`config.mk`:
```
export PLATFORM = sky130hd
export DESIGN_NAME = mem_port_arbiter
export DESIGN_NICKNAME = d
export VERILOG_FILES = /design/src/rtl/mem_port_arbiter.sv
export SDC_FILE = /design/constraint.sdc
export NUM_CORES = 1
export LEC_CHECK = 0
export CORE_MARGIN = 2
export CORE_UTILIZATION = 31
export CTS_CLUSTER_SIZE = 20
export DETAILED_ROUTE_END_ITERATION = 10
export PLACE_DENSITY = 0.84
export SLEW_MARGIN = 10
export SYNTH_ARGS = -nofsm -noshare
export SYNTH_HDL_FRONTEND = slang
export SYNTH_SLANG_ARGS = --single-unit
export TNS_END_PERCENT = 50
```
`constraint.sdc`:
```
create_clock -name i_ck -period 2.9 [get_ports i_ck]
set_clock_uncertainty 0.1 [all_clocks]
set_input_delay 0.58 -clock i_ck [delete_from_list [all_inputs] [get_ports i_ck]]
set_output_delay 0.58 -clock i_ck [all_outputs]
set_load 0.01 [all_outputs]
```
`src/rtl/mem_port_arbiter.sv`:
```
// mem_port_arbiter
//   Shares one external memory port between the instruction-cache refill port
//   (read only) and the CPU data port (read/write). Conflicts are resolved
//   round-robin (D_PRIO=0) or always in favour of the data port (D_PRIO=1).
//   Address, write enable and write data are registered at grant; the memory
//   ack and read data are steered back to the granted requester in the same
//   cycle. A watchdog aborts a grant that sees no ack for TIMEOUT cycles.
//
// Ports
//   i_ck, i_rb                 clock (rising edge), async active-low reset
//   i_i_req/i_i_addr           icache request (level) and word address
//   o_i_ack/o_i_data           one-cycle icache ack with read data
//   i_d_req/i_d_we/i_d_addr/
//   i_d_wdata                  data-port request, direction, address, wdata
//   o_d_ack/o_d_data           one-cycle data-port ack with read data
//   o_mem_req/o_mem_we/
//   o_mem_addr/o_mem_wdata     registered memory request
//   i_mem_ack/i_mem_data       memory ack and read data
//   o_timeout                  sticky watchdog-abort flag (reset clears)

module mem_port_arbiter #(
   parameter int unsigned AW      = 30,
   parameter int unsigned DW      = 32,
   parameter int unsigned D_PRIO  = 0,
   parameter int unsigned TIMEOUT = 255
) (
   input  logic          i_ck,
   input  logic          i_rb,
   input  logic          i_i_req,
   input  logic [AW-1:0] i_i_addr,
   output logic          o_i_ack,
   output logic [DW-1:0] o_i_data,
   input  logic          i_d_req,
   input  logic          i_d_we,
   input  logic [AW-1:0] i_d_addr,
   input  logic [DW-1:0] i_d_wdata,
   output logic          o_d_ack,
   output logic [DW-1:0] o_d_data,
   output logic          o_mem_req,
   output logic          o_mem_we,
   output logic [AW-1:0] o_mem_addr,
   output logic [DW-1:0] o_mem_wdata,
   input  logic          i_mem_ack,
   input  logic [DW-1:0] i_mem_data,
   output logic          o_timeout
);

   localparam int unsigned    WDW    = $clog2(TIMEOUT + 1);
   localparam logic [WDW-1:0] WD_MAX = WDW'(TIMEOUT);

   typedef enum logic [1:0] {
      IDLE  = 2'd0,
      GNT_I = 2'd1,
      GNT_D = 2'd2
   } state_t;

   state_t         state;
   logic [WDW-1:0] wd_cnt;
   logic           prio_d;     // 1: the data port wins the next conflict
   logic           mask_i;     // turnaround: icache was served last cycle
   logic           mask_d;     // turnaround: data port was served last cycle
   logic           i_elig;
   logic           d_elig;
   logic           pick_d;
   logic           wd_expire;
   logic           done;

   always_comb begin
      i_elig = i_i_req & ~mask_i;
      d_elig = i_d_req & ~mask_d;
      if (i_elig && d_elig)
         pick_d = (D_PRIO != 0) ? 1'b1 : prio_d;
      else
         pick_d = d_elig;

      // A real ack in the expiry cycle wins over the abort.
      wd_expire = (state != IDLE) && (wd_cnt == WD_MAX) && !i_mem_ack;
      done      = (state != IDLE) && (i_mem_ack || wd_expire);

      o_i_ack  = done && (state == GNT_I);
      o_d_ack  = done && (state == GNT_D);
      o_i_data = (o_i_ack && !wd_expire) ? i_mem_data : '0;
      o_d_data = (o_d_ack && !wd_expire) ? i_mem_data : '0;
   end

   always_ff @(posedge i_ck or negedge i_rb) begin
      if (!i_rb) begin
         state       <= IDLE;
         wd_cnt      <= '0;
         prio_d      <= 1'b0;
         mask_i      <= 1'b0;
         mask_d      <= 1'b0;
         o_mem_req   <= 1'b0;
         o_mem_we    <= 1'b0;
         o_mem_addr  <= '0;
         o_mem_wdata <= '0;
         o_timeout   <= 1'b0;
      end else begin
         // Masks are live only in the cycle right after a completion.
         mask_i <= o_i_ack;
         mask_d <= o_d_ack;
         case (state)
            IDLE: begin
               if (i_elig || d_elig) begin
                  o_mem_req <= 1'b1;
                  wd_cnt    <= '0;
                  if (pick_d) begin
                     state       <= GNT_D;
                     o_mem_we    <= i_d_we;
                     o_mem_addr  <= i_d_addr;
                     o_mem_wdata <= i_d_wdata;
                     prio_d      <= 1'b0;
                  end else begin
                     state       <= GNT_I;
                     o_mem_we    <= 1'b0;
                     o_mem_addr  <= i_i_addr;
                     o_mem_wdata <= '0;
                     prio_d      <= 1'b1;
                  end
               end
            end
            default: begin
               if (done) begin
                  state     <= IDLE;
                  o_mem_req <= 1'b0;
                  wd_cnt    <= '0;
                  if (wd_expire)
                     o_timeout <= 1'b1;
               end else begin
                  wd_cnt <= wd_cnt + WDW'(1);
               end
            end
         endcase
      end
   end

endmodule

```
# Yosys cells after proc, flatten, opt, wreduce, memory -nomap -nowiden
# Index checks and enable logic that the tools add are counted.
# W data, S select, Z words.
[op_classes] n_bitwise=5 n_mux=17 addsub=1 order_cmp=0 shifts=0 n_eq_ne=4 n_div=0 multipliers=0 reduce_logical=18
[ops] cell="$mux W32" n=3
[ops] cell="$mux W30" n=1
[ops] cell="$mux W8" n=3
[ops] cell="$add A8 B1 Y8 const B" n=1
[ops] cell="$eq A8 B8 Y1 const B" n=1
[ops] cell="$logic_and A1 B1 Y1" n=8
[ops] cell="$mux W2" n=4
[ops] cell="$mux W1" n=6
[ops] cell="$reduce_and A2 Y1" n=2
[ops] cell="$reduce_bool A2 Y1" n=2
[ops] cell="$not A1 Y1" n=3
[ops] cell="$reduce_and A3 Y1" n=1
[ops] cell="$and A1 B1 Y1" n=2
[ops] cell="$eq A2 B1 Y1 const B" n=1
[ops] cell="$eq A2 B2 Y1 const B" n=1
[ops] cell="$logic_not A1 Y1" n=2
[ops] cell="$logic_not A2 Y1" n=1
[ops] cell="$logic_or A1 B1 Y1" n=2
[ops] cell="$ne A2 B2 Y1 const B" n=1
[totals] wordCells=55 n_memories=0 ramBits=0 output_inout_bits=131 in_bits=130 register_bits=78 rom_bits=0 latchBits=0

# Longest topological paths before layout
# Gate-level depths: netlist of run 1.
[logic_depth] depth_word=8 depth_mapped=5 depth_no_buf=5

# Worst setup path before layout of run 1
# No wires, ideal clock.
[synth_timing] path_type="flip-flop to output port" start="register wd_cnt[0]" end="output o_d_ack" t_arrival_ns=1.356 setup_slack_ns=0.864 required_ns=2.220 n_path_buf=0 stages_incl_launch_ff=6 cell_sequence="dfrtp_1 -> ha_1 -> and3_1 -> and2_1 -> nor2_1 -> nor3b_1"
[synth_between] elab_chain_len=6
[synth_rtl] item="start, declared" line_no="58" rtl="logic [WDW-1:0] wd_cnt;"
[synth_rtl] item="start signal, assigned" line_no="130" rtl="wd_cnt <= wd_cnt + WDW'(1);"
[synth_rtl] item="$eq A8 B8 Y1" line_no="77" rtl="wd_expire = (state != IDLE) && (wd_cnt == WD_MAX) && !i_mem_ack;"
[synth_rtl] item="$logic_and A1 B1 Y1 (2 in a row)" line_no="77"
[synth_rtl] item="$logic_or A1 B1 Y1" line_no="78" rtl="done = (state != IDLE) && (i_mem_ack || wd_expire);"
[synth_rtl] item="$logic_and A1 B1 Y1" line_no="78"
[synth_rtl] item="$logic_and A1 B1 Y1" line_no="81" rtl="o_d_ack = done && (state == GNT_D);"
[synth_rtl] item="end, declared" line_no="37" rtl="output logic o_d_ack,"
# No other way between the ends.

# Final worst setup path of run 1
# Ends and elaborated chain as after synthesis.

==> impl_metrics.tcl, run 1 <==
set metrics [dict create \
    status "complete, no violations" \
    synthCells 378 \
    setup_ws_ns 0.118 \
    p_seq_frac 0.297 \
    crit_path_start_kind "flip-flop" \
    yosys.area.top_type_share 0.508 \
    tightest_slew_ns 0.980 \
    chipHeight_um 115 \
    portBuffers 260 \
    start_util 0.319 \
    drt_iter0_markers 164 \
    hold_viol 0 \
    grt.overflow.total 0 \
    vias_per_cell 4.86 \
    grt_use_total 0.209 \
    syn_to_final_growth_pct 80.5 \
    ios 261 \
    p_int_mw 3.83 \
    crit_type "flip-flop to output port" \
    clock_path_buffers 2 \
    fmax_mhz 360 \
    max_cap_viol_count 0 \
    insertion_delay_ns 0.33 \
    synth_area_leaders "dfrtp_1 51%, and2_1 11%, a22o_1 8.0%, a21oi_2 6.8%, a21oi_1 4.4%" \
    hold_class "primary input to async pin" \
    core-area_sq_um 12100 \
    antenna_found_initial 0 \
    drc 0 \
    grt_pass1_wl_um 21200 \
    fillers 1047 \
    synth_cell_type_count 38 \
    h-tree-depth 3 \
    ant_nets 0 \
    cp_slowest_cell "dfrtp_1" \
    ys_seq_area_frac 0.508 \
    synth_warnings 0 \
    max_stage_delay_ns 0.41 \
    ir_drop_mv 0.480 \
    rows 40 \
    powerDensity_nw_per_um2 857 \
    cellLeakagePower_nw 2.87 \
    cts_tree "built" \
    die_w_um 115 \
    fin_nets 766 \
    pwr-share-comb 0.498 \
    ys_async_sr_fraction 1.00 \
    required_ns 2.22 \
    routabilityCongestion 0.773 \
    yosysMostFrequentCell "dfrtp_1" \
    ys.flop_type "dfrtp_1" \
    synth.avg_cell_area_sq_um 10.2 \
    grt_max_degree 79 \
    ys_seq_elements 78 \
    dieArea_sq_um 13300 \
    clkSlewWorstSetupHoldPaths_ns 0.06 \
    synth_common_cells "78 x dfrtp_1, 65 x and2_1, 36 x nor2_1, 35 x a22o_1" \
    power.switching_mw 2.11 \
    pwr-share-clk 0.205 \
    report.final.slew_viol_count 0 \
    min_period_over_period 0.959 \
    drive_above_1_share 0.106 \
    finalSetupViolations 0 \
    cts.sinks 78 \
    setup_tns_ns 0 \
    cp_cell_sequence "ha_1 > and3_1 > and2_1 > nor2_1 > nor3b_1 > dlygate4sd2_1" \
    pre_cts_ws_ns 0.0192 \
    synth_edf_count 0 \
    sw_frac_of_total 0.355 \
    period_needed_ns 2.78 \
    first_pass_iters 4 \
    maxSlewHeadroom 0.346 \
    clock-root-buffer "clkbuf_16" \
    syn_nets 509 \
    rsz0062_at_grt "yes" \
    grt_pass1_vias 3988 \
    synth.largest_area_cell "dfrtp_1" \
    critPathArrivalTime_ns 2.10 \
    netlist_area_sq_um 3840 \
    crit_fanout 5 \
    dp_hpwl_um 10800 \
    drt-wirelength-per-cell_um 17.4 \
    crit_path_end_kind "output port" \
    cts_buffers 9 \
    vias 3924 \
    diodes 0 \
    drt_wl_total_um 14100 \
]
==> placed cells by master, fill, tap and decap left out, types with 2 or more instances in the layout <==
master           instances
clkdlybuf4s50_1        256
dfrtp_1                 78
and2_1                  65
nor2_1                  36
a22o_1                  35
nand2_1                 34
a21oi_1                 34
a21oi_2                 30
clkbuf_16                9
o21ai_0                  7
buf_4                    6
nand3_1                  4
buf_12                   3
and3_1                   2
nor2b_2                  2
nor2_4                   2
a21o_1                   2
bufinv_16                2
dlygate4sd2_1            2
buf_6                    2
==> sequential cells by signal, summed over array words and instances (netlist names), 2 cells and up <==
register,cells
o_mem_wdata,32
state,2
o_mem_addr,30
wd_cnt,8
==> per-layer routing <==
layer  part of all wire  GRT usage
met5                  0          0
met3              0.079     0.0596
met4              0.030      0.105
met1               0.38      0.225
met2               0.51      0.373
==> per-stage QoR <==
stage / power, mW / instances / utilization / cell area (sq um) / hold slack, ns
global placement: 4.65 / 792 / 0.547 / 6600 / 0.362
finish: 5.95 / 808 / 0.575 / 6940 / 0.311
detailed placement: 4.76 / 792 / 0.547 / 6600 / 0.368
CTS: 6.01 / 808 / 0.574 / 6920 / 0.342
floorplan: 3.22 / 378 / - / 3840 / 0.184
global route: 6.31 / 808 / 0.575 / 6940 / 0.390
==> layout make-up <==
class                   instances  area [sq um]  area share
repair buffers                270          2720       0.392
flip-flops and latches         78          1950       0.281
multi-input cells             275          1730       0.249
clock buffers                  11           243      0.0350
well taps                     168           210      0.0303
clock inverters                 5          81.3      0.0117
inverters                       1          3.75    0.000541
==> power groups by stage <==
stage                     clock, mW  sequential, mW  combinational (mW)
after global placement            0            1.75                2.90
final                          1.22            1.76                2.96
after CTS                      1.25            1.77                2.99
after global routing           1.30            1.81                3.20
after floorplan                   0            1.91                1.31
after detailed placement          0            1.77                2.98
==> worst max-delay path: cells and delay by family, from the launching register on <==
kind / cells / cell delay [ns]
DFF: 1 / 0.41
adders and majority gates: 1 / 0.25
and+or+nand+nor: 4 / 0.80
buffers and inverters: 1 / 0.31
==> repair_timing <==
action / in CTS / in global routing
hold buffers: 0 / 0
setup endpoints to repair: 2 / 61
resized for setup: 2 / 5
buffers inserted: 0 / 0
==> final timing paths <==
check,depth (start not counted),startpoint,slack (ns),to
worst min-delay path,1,i_rb,0.31,o_mem_wdata[4]
worst min register to register,1,o_timeout,0.38,o_timeout
worst max register to register,5,prio_d,1.12,o_mem_addr[3]
min in group i_ck,1,o_timeout,0.38,o_timeout
max in group asynchronous,1,i_rb,1.76,o_mem_addr[13]
worst max-delay path,6,wd_cnt[0],0.12,o_d_ack
==> cell families after synthesis <==
kind of cell,after synthesis,synth area share
AND/OR/NAND/NOR,157,0.218
AO/OA/AOI/OAI,115,0.222
flip-flops,78,0.508
buffers and inverters,25,0.0439
XOR/XNOR,1,0.00228
multiplexers,1,0.00293
adder cells (fa/ha/maj),1,0.00325
Note: power is estimated with default switching activity, not from simulation.
==> run 2: changes to the inputs <==
--- a/config.mk
+++ b/config.mk
@@ -5,7 +5,7 @@
 export SDC_FILE = /design/constraint.sdc
 export NUM_CORES = 1
 export LEC_CHECK = 0
-export CORE_MARGIN = 2
+export CORE_MARGIN = 4
 export CORE_UTILIZATION = 31
 export CTS_CLUSTER_SIZE = 20
 export DETAILED_ROUTE_END_ITERATION = 10
==> run 2 against run 1 <==
Against the previous run: sequential share of layout area hardly changed; worst hold slack hardly changed; non-clock buffer count rose by 1; critical path depth unchanged; total power grew 0.85%; highest routed layer unchanged; clock-buffer cell count shrank 2; wire length shrank 1.1%; final area increased by 0.11%; first-iteration DRC count is 17% lower.
==> impl_metrics.tcl, run 2 (synthesis gave the netlist of run 1 again) <==
set metrics [dict create \
    drt_wl_total_um 13900 \
    rsz0062_at_grt "no" \
    total_power_mw 6.00 \
    fin_nets 767 \
    diodes 0 \
    drc 0 \
    clock_path_buffers 2 \
    design_area_sq_um 6950 \
    crit_type "flip-flop to output port" \
    dieArea_sq_um 14200 \
    antenna_found_initial 0 \
    hold_class "primary input to async pin" \
    h-tree-depth 3 \
    crit_path_end_kind "output port" \
    utilization 0.576 \
    ant_nets 0 \
    cts.sinks 78 \
    start_util 0.319 \
    final_common_cell "clkdlybuf4s50_1" \
    vias_per_cell 4.81 \
    max_cap_viol_count 0 \
    place_area_sq_um 6600 \
    first_pass_iters 4 \
    ios 261 \
    clock-root-buffer "clkbuf_16" \
    vias 3888 \
    syn_to_final_growth_pct 80.7 \
    rows 40 \
    fmax_mhz 361 \
    drt-wirelength-per-cell_um 17.2 \
    largest_register_ffs 32 \
    rrSetupSlack_ns 1.06 \
    insertion_delay_ns 0.33 \
    crit_path_start_kind "flip-flop" \
    routabilityCongestion 0.808 \
    grt_max_degree 79 \
    grt.overflow.total 0 \
    critPathArrivalTime_ns 2.09 \
    grt_use_total 0.193 \
    cts_buffers 9 \
    chipHeight_um 119 \
    status "complete, no violations" \
    finalSetupViolations 0 \
    portBuffers 260 \
    core-area_sq_um 12100 \
    grt_pass1_vias 4255 \
    required_ns 2.22 \
    dp_hpwl_um 10700 \
    setup_tns_ns 0 \
    top_regs "o_mem_wdata: 32 flops, o_mem_addr: 30 flops, wd_cnt: 8 flops" \
    tightest_slew_ns 0.990 \
    final_cell_mix "252 x clkdlybuf4s50_1, 78 x dfrtp_1, 65 x and2_1, 36 x nor2_1, 35 x a22o_1" \
    crit_fanout 5 \
    drive_above_1_share 0.108 \
    hold_viol 0 \
    die_w_um 119 \
    clkSlewWorstSetupHoldPaths_ns 0.07 \
    cts_tree "built" \
    grt_pass1_wl_um 21800 \
    ir_drop_mv 0.410 \
    report.final.slew_viol_count 0 \
    powerDensity_nw_per_um2 863 \
    min_period_over_period 0.955 \
    cellLeakagePower_nw 2.90 \
    post_cts_buffers 0 \
    maxSlewHeadroom 0.340 \
    regMostFlops "o_mem_wdata" \
    period_needed_ns 2.77 \
    drt_iter0_markers 136 \
]
-- run 2: worst paths after layout --
check | cells past startpoint | start | end
max in group asynchronous | 1 | i_rb | o_mem_addr[12]
max reg2reg | 5 | prio_d | o_mem_addr[12]
min in group i_ck | 1 | o_timeout | o_timeout
max | 6 | wd_cnt[0] | o_d_ack
min | 1 | i_rb | o_mem_wdata[2]
min reg2reg | 1 | o_timeout | o_timeout
-- run 2: repair_timing --
| item | in CTS | in global routing |
|---|---|---|
| hold buffers | 0 | 0 |
| endpoints found under the setup margin | 11 | 60 |
| endpoints found under the hold margin | 0 | 0 |
| cloned | 0 | 0 |
| resized for setup | 7 | 2 |
-- run 2: where the power goes --
part	switching [mW]	internal [mW]	total (mW)
registers	0.263	1.50	1.76
clock network	0.459	0.845	1.30
logic	1.40	1.54	2.93
-- run 2: area by class of cell --
cell class              instances  area, sq um
inverters                       1         3.75
clock buffers                   9          225
multi-input cells             275         1730
well taps                     168          210
fillers                      1043         5110
clock inverters                 7          121
repair buffers                271         2710
flip-flops and latches         78         1950
-- run 2: critical path, stage by stage (launching register included) --
cell and delay [ns]:
dfrtp_1 0.41, ha_1 0.25, and3_1 0.24, and2_1 0.18
nor2_1 0.26, nor3b_1 0.11, dlygate4sd2_1 0.31
-- run 2: per-layer routing --
layer / up-vias / wire length (um) / share of wire / global-route usage
met4: 0 / 259 / 0.019 / 0.0651
met2: 199 / 7140 / 0.51 / 0.350
met3: 18 / 1250 / 0.089 / 0.0660
met5: - / 0 / 0 / 0
met1: 1852 / 5290 / 0.38 / 0.208
li1: 1819 / - / - / -
-- run 2: through the flow --
| step | hold WS [ns] | instances | setup WS, ns |
|---|---|---|---|
| after floorplan | 0.184 | 378 | 0.864 |
| after global placement | 0.353 | 793 | 0.00947 |
| after detailed placement | 0.360 | 793 | -0.0174 |
| after CTS | 0.349 | 809 | 0.00415 |
| after global routing | 0.395 | 809 | 0.00319 |
| final | 0.311 | 809 | 0.131 |
